===== src/rtl/mem_pkg.sv =====
// Shared types and default widths for the memory requester and its clients.
package mem_pkg;

  localparam int unsigned MEM_ADDR_WIDTH = 5;
  localparam int unsigned MEM_DATA_WIDTH = 32;

  // Requester FSM states
  typedef enum logic [1:0] {
    StIdle,
    StIssue,
    StCapture,
    StResp
  } mem_state_e;

  typedef struct packed {
    logic                      wr;
    logic [MEM_ADDR_WIDTH-1:0] addr;
    logic [MEM_DATA_WIDTH-1:0] wdata;
  } mem_req_t;

  typedef struct packed {
    logic                      wr;
    logic [MEM_ADDR_WIDTH-1:0] addr;
    logic [MEM_DATA_WIDTH-1:0] rdata;
    logic                      err;
  } mem_rsp_t;

endpackage


===== src/rtl/mem_requester.sv =====
// Single-outstanding initiator for a 1-cycle-latency synchronous memory.
// Takes one command over a valid/ready request channel, pulses the memory
// enable for one cycle, captures read data and returns a registered completion.
module mem_requester
  import mem_pkg::*;
#(
  parameter int unsigned ADDR_WIDTH    = MEM_ADDR_WIDTH,
  parameter int unsigned DATA_WIDTH    = MEM_DATA_WIDTH,
  parameter int unsigned ERR_CNT_WIDTH = 8
) (
  input  logic                     clk,
  input  logic                     rst_n,
  // request channel
  input  logic                     req_valid,
  output logic                     req_ready,
  input  logic                     req_wr,
  input  logic [ADDR_WIDTH-1:0]    req_addr,
  input  logic [DATA_WIDTH-1:0]    req_wdata,
  // response channel
  output logic                     rsp_valid,
  input  logic                     rsp_ready,
  output logic                     rsp_wr,
  output logic [ADDR_WIDTH-1:0]    rsp_addr,
  output logic [DATA_WIDTH-1:0]    rsp_rdata,
  output logic                     rsp_err,
  // memory port
  output logic                     mem_en,
  output logic                     mem_wr,
  output logic [ADDR_WIDTH-1:0]    mem_addr,
  output logic [DATA_WIDTH-1:0]    mem_data_in,
  input  logic [DATA_WIDTH-1:0]    mem_data_out,
  input  logic                     mem_valid_out,
  // status
  output logic [ERR_CNT_WIDTH-1:0] err_count
);

  mem_state_e state_q, state_d;

  logic                     mem_en_d, mem_wr_d;
  logic [ADDR_WIDTH-1:0]    mem_addr_d;
  logic [DATA_WIDTH-1:0]    mem_data_in_d;
  logic                     rsp_valid_d, rsp_wr_d, rsp_err_d;
  logic [ADDR_WIDTH-1:0]    rsp_addr_d;
  logic [DATA_WIDTH-1:0]    rsp_rdata_d;
  logic [ERR_CNT_WIDTH-1:0] err_count_d;

  // Only combinational output: ready is a pure state decode.
  assign req_ready = (state_q == StIdle);

  // Next-state and next-output decode; everything holds unless a state says otherwise.
  always_comb begin
    state_d       = state_q;
    mem_en_d      = mem_en;
    mem_wr_d      = mem_wr;
    mem_addr_d    = mem_addr;
    mem_data_in_d = mem_data_in;
    rsp_valid_d   = rsp_valid;
    rsp_wr_d      = rsp_wr;
    rsp_addr_d    = rsp_addr;
    rsp_rdata_d   = rsp_rdata;
    rsp_err_d     = rsp_err;
    err_count_d   = err_count;

    unique case (state_q)
      StIdle: begin
        if (req_valid) begin
          mem_en_d      = 1'b1;
          mem_wr_d      = req_wr;
          mem_addr_d    = req_addr;
          mem_data_in_d = req_wdata;
          state_d       = StIssue;
        end
      end
      StIssue: begin
        // Memory samples the port at this closing edge; drop the enable pulse.
        mem_en_d = 1'b0;
        mem_wr_d = 1'b0;
        if (mem_wr) begin
          rsp_wr_d    = 1'b1;
          rsp_addr_d  = mem_addr;
          rsp_rdata_d = '0;
          rsp_err_d   = 1'b0;
          rsp_valid_d = 1'b1;
          state_d     = StResp;
        end else begin
          state_d = StCapture;
        end
      end
      StCapture: begin
        if (mem_valid_out) begin
          rsp_rdata_d = mem_data_out;
          rsp_err_d   = 1'b0;
        end else begin
          rsp_rdata_d = '0;
          rsp_err_d   = 1'b1;
          if (err_count != {ERR_CNT_WIDTH{1'b1}}) begin
            err_count_d = err_count + 1'b1;
          end
        end
        rsp_wr_d    = 1'b0;
        rsp_addr_d  = mem_addr;
        rsp_valid_d = 1'b1;
        state_d     = StResp;
      end
      StResp: begin
        if (rsp_ready) begin
          rsp_valid_d = 1'b0;
          state_d     = StIdle;
        end
      end
      default: state_d = StIdle;
    endcase
  end

  // State and output registers; async reset abandons any in-flight command.
  always_ff @(posedge clk or negedge rst_n) begin
    if (!rst_n) begin
      state_q     <= StIdle;
      mem_en      <= 1'b0;
      mem_wr      <= 1'b0;
      mem_addr    <= '0;
      mem_data_in <= '0;
      rsp_valid   <= 1'b0;
      rsp_wr      <= 1'b0;
      rsp_addr    <= '0;
      rsp_rdata   <= '0;
      rsp_err     <= 1'b0;
      err_count   <= '0;
    end else begin
      state_q     <= state_d;
      mem_en      <= mem_en_d;
      mem_wr      <= mem_wr_d;
      mem_addr    <= mem_addr_d;
      mem_data_in <= mem_data_in_d;
      rsp_valid   <= rsp_valid_d;
      rsp_wr      <= rsp_wr_d;
      rsp_addr    <= rsp_addr_d;
      rsp_rdata   <= rsp_rdata_d;
      rsp_err     <= rsp_err_d;
      err_count   <= err_count_d;
    end
  end

endmodule

===== config.mk =====
export PLATFORM = sky130hd
export DESIGN_NAME = mem_requester
export DESIGN_NICKNAME = d
export VERILOG_FILES = /design/src/rtl/mem_pkg.sv /design/src/rtl/mem_requester.sv
export SDC_FILE = /design/constraint.sdc
export NUM_CORES = 1
export LEC_CHECK = 0
export ABC_AREA = 1
export ABC_CLOCK_PERIOD_IN_PS = 1600
export CAP_MARGIN = 20
export CELL_PAD_IN_SITES_DETAIL_PLACEMENT = 1
export CELL_PAD_IN_SITES_GLOBAL_PLACEMENT = 2
export CORE_ASPECT_RATIO = 0.75
export CORE_UTILIZATION = 26
export CTS_BUF_LIST = sky130_fd_sc_hd__clkbuf_4
export CTS_CLUSTER_DIAMETER = 100
export DETAILED_ROUTE_END_ITERATION = 6
export GPL_TIMING_DRIVEN = 1
export MAX_ROUTING_LAYER = met4
export PLACE_DENSITY_LB_ADDON = 0.1
export SYNTH_ARGS = -nofsm -noshare
export SYNTH_HDL_FRONTEND = slang
export SYNTH_SLANG_ARGS = --single-unit
export TNS_END_PERCENT = 1

===== constraint.sdc =====
create_clock -name clk -period 1.6 [get_ports clk]
set_input_delay 0.32 -clock clk [delete_from_list [all_inputs] [get_ports clk]]
set_output_delay 0.32 -clock clk [all_outputs]
set_load 0.01 [all_outputs]

## Yosys cells after proc, flatten, opt, wreduce, memory -nomap -nowiden

Cells that the tools add are included.

| word-level totals | value |
|---|---|
| memory bits (writable) | 0 |
| flip-flop bits (word level) | 89 |
| input bits | 75 |
| ROM bits | 0 |
| logic and storage cells | 50 |
| latch bits | 0 |
| memories | 0 |

| cells by class | value |
|---|---|
| reductions and logical operators | 10 |
| shift operators | 0 |
| multiplexer cells | 20 |
| magnitude comparators | 0 |
| div/mod/pow operators | 0 |
| add/sub/neg operators | 1 |
| equality and inequality tests | 7 |
| $mul | 0 |
| bitwise gates (word level) | 1 |

Operators with widths:

| kind | count |
|---|---|
| 2-to-1 mux 32 bit | 2 |
| one-hot mux 32 bit (2 select lines) | 1 |
| one-hot mux 5 bit (2 select lines) | 1 |
| adder 8 x 1 -> 8 bit (second input constant) | 1 |
| != test 8 bit (second input constant) | 1 |
| one-hot mux 1 bit (2 select lines) | 4 |
| one-hot mux 2 bit (4 select lines) | 1 |
| AND reduction 2 bit | 4 |
| 2-to-1 mux 1 bit | 7 |
| != test 2 bit (second input constant) | 3 |
| AND reduction 3 bit | 2 |
| 2-to-1 mux 5 bit | 1 |
| equality test 2 bit (second input constant) | 2 |
| 2-to-1 mux 2 bit | 2 |
| nonzero test 2 bit | 2 |
| one-hot mux 1 bit (3 select lines) | 1 |
| nonzero test 3 bit | 1 |
| equality test 2 x 1 -> 1 bit (second input constant) | 1 |
| logical NOT 2 bit | 1 |
| NOT 1 bit | 1 |

## Depth between registers and ports, before layout

Gate-level depths: netlist of run 1.

| depth | value |
|---|---|
| depth after elaboration | 3 |
| gate-level depth with buffers | 9 |
| depth with buffers taken out | 8 |

## Least setup slack after synthesis of run 1

Ideal clock, no wire load.

| timing path | value |
|---|---|
| path type | reg-to-reg |
| start point | reg state_q[1] |
| end point | reg mem_addr[0] |
| data arrival time | 1369 ps |
| cell stages (with the launch flop) | 9 |
| buffers on the path | 2 |
| clock period less this slack | 1434 ps |
| library setup time | 65 ps |
| slack | 166 ps |
| cells stage by stage | dfrtp_1 inv_1 ha_1 nand2_1 inv_1 buf_2 buf_2 nand2_1 nand2_1 |

| on the way | value |
|---|---|
| word-level cells in the longest chain between the ends | 2 |

RTL lines:

| what | line | text |
|---|---|---|
| from (decl) | mem_requester.sv:37 | `mem_state_e state_q, state_d;` |
| from (signal assigned) | mem_requester.sv:118 | `state_q <= StIdle;` |
| from (signal assigned) | mem_requester.sv:130 | `state_q <= state_d;` |
| logical NOT 2 bit | - |  |
| via req_ready | mem_requester.sv:15 | `output logic req_ready,` |
| AND reduction 2 bit (no source line) | - |  |
| to (signal assigned) | mem_requester.sv:133 | `mem_addr <= mem_addr_d;` |
| to (decl) | mem_requester.sv:29 | `output logic [ADDR_WIDTH-1:0] mem_addr,` |

The timed path passes the listed nets, and every way through them passes these cells.
A chain may end at the register's enable or synchronous reset.

## Final worst setup path of run 1

| timing path | value |
|---|---|
| start point | reg state_q[1] |
| end point | out req_ready |

| on the way | value |
|---|---|
| word-level cells in the longest chain between the ends | 1 |

RTL lines:

| what | line | text |
|---|---|---|
| logical NOT 2 bit | mem_requester.sv:48 | `assign req_ready = (state_q == StIdle);` |
| to (decl) | mem_requester.sv:15 |  |

Every way passes these cells.

==> flow_metrics.py, run 1 <==
metrics = {
    "status": {
        "status": "finished, final reports clean",
    },
    "placement": {
        "dpl_cell_area_um2": 6047,
        "placed_cells": 797,
        "gp_congestion": 0.7455,
        "hpwl_mm": 8.480,
        "portBuffers": 162,
    },
    "global_route": {
        "grt.met1_usage": 0.1963,
        "grt_use_met2": 0.2409,
        "antenna_found_initial": 0,
        "grt_pass1_vias": 3602,
        "grt_pass1_wl_mm": 18.80,
        "busiest_layer": "met2",
        "grt_max_degree": 29,
        "grt_use_total": 0.1564,
        "grt_overflow": 0,
        "gr-usage-met3": 0.05228,
    },
    "clocking": {
        "cts_tree": "yes",
        "clk_path_buf_depth": 2,
        "clock_latency_ns": 0.46,
        "root_buffer": "clkbuf_4",
        "clk_pin_slew_ns": 0.14,
        "clock_sinks": 89,
        "htreeDepth": 3,
        "numCtsBuffers": 9,
    },
    "floorplan": {
        "start_util": 0.2658,
        "fp.dieArea_um2": 16020,
        "io_pins": 163,
        "die_w_um": 145.8,
        "fp.dieH_um": 109.9,
        "num_rows": 39,
        "design.core.area_um2": 15180,
    },
    "layout": {
        "diodes": 0,
        "drive_gt1_frac": 0.1965,
        "nets": 697,
        "mostFrequentLayoutCell": "nand2_1",
        "nFillCells": 1767,
        "ff_latch_area_um2": 2228,
        "multi_input_area_um2": 1468,
        "design_area_um2": 6230,
        "final_cells": 826,
        "areaGrowthSynthToFinish_pct": 54.44,
        "layout_common_cells": "nand2_1 (153), dfrtp_1 (88), dlygate4sd2_1 (80)",
    },
    "worst_setup_path": {
        "start_kind": "flip-flop",
        "worstPathRequired_ns": 1.28,
        "cpLargestDelayFamily": "flip-flops",
        "critPathKind": "flip-flop to primary output",
        "cp_cell_sequence": "inv_2, ha_4, buf_6",
        "critPathBufInv": 2,
        "crit_path_end_kind": "primary output",
        "cpPeakStageDelay_ns": 0.41,
        "cp_max_fo": 4,
        "cpMaxStageDelayCell": "dfrtp_1",
        "critPathArrivalTime_ns": 1.21,
    },
    "synthesis": {
        "yosys_warnings": 0,
        "ys_seq_area_frac": 0.5521,
        "yosys.area.top_type": "dfrtp_1",
        "synthesis.area_um2": 4034,
        "syn_inst": 427,
        "ys_ff_latch": 89,
        "syn_area_per_cell_um2": 9.447,
        "synth_top_area_share": 0.5521,
        "synth_cell_types": 23,
        "syn_nets": 508,
        "synth_area_leaders": "dfrtp_1 (55%), nand2_1 (14%), o21ai_2 (6.7%)",
    },
    "route": {
        "wl_mm": 11.49,
        "via_per_inst": 4.166,
        "routedWlPerCell_um": 13.91,
        "drcViolationCount": 0,
        "via_count": 3441,
        "first_iter_violations": 81,
        "dr.pass1.iters": 4,
        "ant_nets": 0,
    },
    "hold_path": {
        "hp-class": "input pin to asynchronous set/reset pin",
    },
    "sta": {
        "min_period_over_period": 0.9563,
        "slew_headroom": 0.6854,
        "clock.fmax_mhz": 653.6,
        "post-route-min-period_ns": 1.530,
        "setup_violations": 0,
        "clock_skew_ns": 0.01831,
        "setup-tns-final_ns": 0,
        "slew_viol_final": 0,
        "hold_viol": 0,
        "worstMarginPinSlew_ns": 0.4669,
        "rsz0062_at_grt": "true",
    },
    "run": {
        "maxCapViolations": 0,
    },
    "power_and_ir_drop": {
        "p_leak_nw": 3.128,
        "power_density_nw_per_um2": 1762,
        "ir_drop_v": 0.0006393,
    },
}
==> stage by stage <==
stage | worst slack [ns] | utilization | total power, W | hold WS [ns]
3_5_place_dp | 0.01357 | 0.3985 | 0.01022 | 0.2950
4_1_cts | -0.01034 | 0.4082 | 0.01114 | 0.2787
5_1_grt | -0.05507 | 0.4105 | 0.01194 | 0.2978
3_3_place_gp | 0.05559 | 0.3985 | 0.01006 | 0.2885
2_1_floorplan | 0.1665 | - | 0.006963 | 0.02441
6_report | 0.06992 | 0.4105 | 0.01097 | 0.3164
==> worst reg2reg max path, stage by stage (launching register included) <==
cell and delay (ns):
dfrtp_1 0.41, buf_4 0.15, ha_1 0.23, nand2_2 0.12, o21ai_4 0.07, buf_12 0.15
buf_12 0.16, nand3_1 0.06, o21ai_0 0.08
==> state kept, by name (all words and copies together), names as in the netlist <==
name / cells
rsp_addr: 5
mem_addr: 5
mem_en: 1
rsp_wr: 1
rsp_valid: 1
mem_data_in: 32
mem_wr: 1
err_count: 8
rsp_rdata: 32
state_q: 2
rsp_err: 1
==> Yosys cell counts <==
library cell / count
nand2_1: 153
dfrtp_1: 89
inv_1: 55
o21ai_2: 31
nand3_2: 27
o21ai_0: 15
buf_2: 12
nand3_1: 10
ha_1: 6
nor2_1: 6
a21oi_1: 3
nand2_2: 3
buf_12: 2
buf_8: 2
inv_2: 2
nand4_1: 2
nor2_2: 2
xnor2_1: 2
buf_6: 1
clkbuf_1: 1
clkbuf_4: 1
o21ai_4: 1
xor2_1: 1
==> metal layers <==
metal,vias up,part of all wire
met5,-,0
met4,0,0.0097
met3,9,0.052
met2,86,0.46
met1,1651,0.47
li1,1695,-
==> path summary, 6_finish.rpt <==
path	from	to	slack (ns)	cells after the start
setup / recovery	state_q[1]	req_ready	0.07	3
hold / removal	rst_n	mem_data_in[29]	0.32	2
setup reg to reg	state_q[1]	rsp_rdata[4]	0.08	8
hold reg to reg	mem_data_in[31]	mem_data_in[31]	0.49	2
max in group asynchronous	rst_n	rsp_rdata[23]	0.78	3
min in group clk	req_wdata[25]	mem_data_in[25]	0.38	3
==> cell families after synthesis <==
group | synth area share
flops | 0.5521
simple gates | 0.2382
compound gates | 0.09367
fa+ha+maj | 0.01861
buf+inv | 0.09088
xor+xnor | 0.006515
==> power by group <==
| part | total [W] | internal (W) | switching [W] |
|---|---|---|---|
| Combinational | 0.00574 | 0.00266 | 0.00309 |
| Sequential | 0.00379 | 0.00326 | 0.000533 |
| Clock | 0.00144 | 0.000644 | 0.000793 |
==> final cells by class <==
cell class              instances  share of cell area
multi-input cells             262              0.2356
flip-flops and latches         89              0.3577
well taps                     205             0.04117
clock inverters                 6             0.01326
inverters                      57             0.03434
clock buffers                  10             0.01205
repair buffers                197              0.3059
==> what timing repair did <==
item / in CTS / in global routing
buffers inserted: 9 / 3
pin swaps: 0 / 1
gates resized for setup: 99 / 10
hold buffers: 1 / 0
endpoints found under the hold margin: 25 / 0
endpoints found under the setup margin: 91 / 24
(Power assumes the default switching activity.)
==> run 2: changes to the inputs <==
--- a/config.mk
+++ b/config.mk
@@ -16,8 +16,8 @@
 export CTS_CLUSTER_DIAMETER = 100
 export DETAILED_ROUTE_END_ITERATION = 6
 export GPL_TIMING_DRIVEN = 1
-export MAX_ROUTING_LAYER = met4
 export PLACE_DENSITY_LB_ADDON = 0.1
+export SKIP_LAST_GASP = 1
 export SYNTH_ARGS = -nofsm -noshare
 export SYNTH_HDL_FRONTEND = slang
 export SYNTH_SLANG_ARGS = --single-unit
==> run 2 against run 1 <==
Effect of this change: the flow now finishes with violations (negative setup slack); clock skew is essentially flat; first-iteration DRC count grew 21%; sequential share of layout area fell by 0.28 points; highest routed layer unchanged.
==> flow_metrics.py, run 2 (synthesis results as in run 1) <==
metrics = {
    "placement": {
        "portBuffers": 162,
        "gp_congestion": 0.7365,
        "hpwl_mm": 8.480,
    },
    "sta": {
        "hold_viol": 0,
        "rsz0062_at_grt": "true",
        "setup-tns-final_ns": -9.161,
        "clock.fmax_mhz": 572.1,
        "slew_viol_final": 0,
        "post-route-min-period_ns": 1.748,
        "clock_skew_ns": 0.01830,
        "setup_violations": 85,
        "slew_headroom": 0.7037,
        "timing.final.ws_setup_ns": -0.1479,
        "min_period_over_period": 1.092,
        "holdWs_ns": 0.3055,
        "worstMarginPinSlew_ns": 0.4445,
    },
    "global_route": {
        "antenna_found_initial": 0,
        "grt_use_total": 0.1503,
        "grt_pass1_wl_mm": 18.60,
        "grt_max_degree": 29,
        "grt_overflow": 0,
        "grt_pass1_vias": 3574,
    },
    "layout": {
        "areaGrowthSynthToFinish_pct": 55.65,
        "ff_latch_area_um2": 2228,
        "mostFrequentLayoutCell": "clkdlybuf4s50_1",
        "drive_gt1_frac": 0.1877,
        "diodes": 0,
        "nets": 694,
        "final_util": 0.4137,
        "multi_input_area_um2": 1440,
        "nFillCells": 1746,
        "layout_common_cells": "clkdlybuf4s50_1 (157), nand2_1 (153), dfrtp_1 (88)",
        "reg_top3": "mem_data_in (32), rsp_rdata (32), err_count (8)",
    },
    "worst_setup_path": {
        "startpoint": "rsp_addr[4]",
        "cp_max_fo": 2,
        "cp.depth": 1,
        "cpLargestDelayFamily": "buffers and inverters",
        "cpMaxStageDelayCell": "clkdlybuf4s50_1",
        "reg2reg_depth": 8,
        "cpPeakStageDelay_ns": 0.58,
        "cp_cell_sequence": "clkdlybuf4s50_1",
        "crit_path_end_kind": "primary output",
        "worstPathRequired_ns": 1.28,
        "start_kind": "flip-flop",
        "rrSetupSlack_ns": 0.04,
        "critPathBufInv": 1,
        "critPathKind": "flip-flop to primary output",
        "reg2reg_from": "state_q[0]",
        "critPathArrivalTime_ns": 1.43,
        "r2r-end": "err_count[4]",
    },
    "power_and_ir_drop": {
        "p_leak_nw": 2.867,
        "seqPwrFrac": 0.331,
        "power_frac_comb": 0.544,
        "power_density_nw_per_um2": 1842,
        "clockPowerShare": 0.125,
        "intPower_w": 0.007153,
        "ir_drop_v": 0.0006650,
        "p_sw_frac": 0.3815,
        "switchingPower_w": 0.004411,
    },
    "floorplan": {
        "fp.dieArea_um2": 16020,
        "die_w_um": 145.8,
        "design.core.area_um2": 15180,
        "io_pins": 163,
        "num_rows": 39,
        "start_util": 0.2658,
        "fp.dieH_um": 109.9,
    },
    "clocking": {
        "cts_tree": "yes",
        "clock_latency_ns": 0.47,
        "htreeDepth": 3,
        "clk_path_buf_depth": 2,
        "clock_sinks": 89,
        "numCtsBuffers": 9,
        "clk_pin_slew_ns": 0.14,
        "root_buffer": "clkbuf_4",
    },
    "route": {
        "ant_nets": 0,
        "drcViolationCount": 0,
        "first_iter_violations": 98,
        "via_count": 3419,
        "via_per_inst": 4.154,
        "wl_mm": 11.44,
        "routedWlPerCell_um": 13.90,
        "dr.pass1.iters": 4,
    },
    "status": {
        "status": "complete, but fails checks",
        "violations": "negative setup slack",
    },
    "run": {
        "maxCapViolations": 0,
    },
    "hold_path": {
        "hp-class": "input pin to asynchronous set/reset pin",
    },
}
[run 2: cell count changes in the layout (fill, tap and decap cells not counted), moves of 2 or more]
| cell | change |
|---|---|
| clkdlybuf4s50_1 | +84 |
| buf_4 | -3 |
| clkdlybuf4s15_1 | -6 |
| nor2_2 | +2 |
| dlygate4sd2_1 | -78 |
| nor2_4 | -2 |
[run 2: worst max path at each step]
| stage | endpoint | slack, ns |
|---|---|---|
| finish | rsp_addr[4] | -0.15 |
| global route | mem_data_in[8] | -0.27 |
| CTS | mem_addr[4] | -0.22 |
| detailed placement | err_count[0] | 0.01 |
| global placement | err_count[4] | 0.06 |
| floorplan | mem_addr[0] | 0.17 |
[run 2: final cells by class]
class | instances | area share
sequential | 89 | 0.3549
tap | 205 | 0.04085
clock inverter | 6 | 0.01315
timing repair buffer | 194 | 0.3157
clock buffer | 10 | 0.01196
inverter | 57 | 0.03408
multi-input combinational | 262 | 0.2294
[run 2: power by group through the flow]
stage                     logic, W  clock network, W  registers (W)
after floorplan            0.00262                 0        0.00434
after global placement     0.00618                 0        0.00388
after detailed placement   0.00628                 0        0.00393
after CTS                  0.00643           0.00153        0.00385
after global routing       0.00691           0.00162        0.00398
final                      0.00629           0.00145        0.00383
[run 2: metrics by stage]
stage	setup WS [ns]	total power [W]	instance area [um2]	std cells
2_1_floorplan	0.1665	0.006963	4034	427
3_3_place_gp	0.05559	0.01006	6047	797
3_5_place_dp	0.01357	0.01022	6047	797
4_1_cts	-0.2168	0.01181	6281	823
5_1_grt	-0.2740	0.01250	6279	823
6_report	-0.1479	0.01156	6279	823
[run 2: what timing repair did]
item	CTS	global route
hold buffers	1	0
setup endpoints to repair	91	125
buffers inserted	9	0
gates resized for setup	6	2
endpoints found under the hold margin	25	0
[run 2: per-layer routing]
layer	vias to the layer above	share of wire	GRT usage	wire (um)
met5	-	0	0	0
met4	0	0.0094	0.03835	107
met3	9	0.060	0.05934	684
met2	83	0.46	0.2362	5289
met1	1640	0.47	0.1930	5357
li1	1687	-	-	-
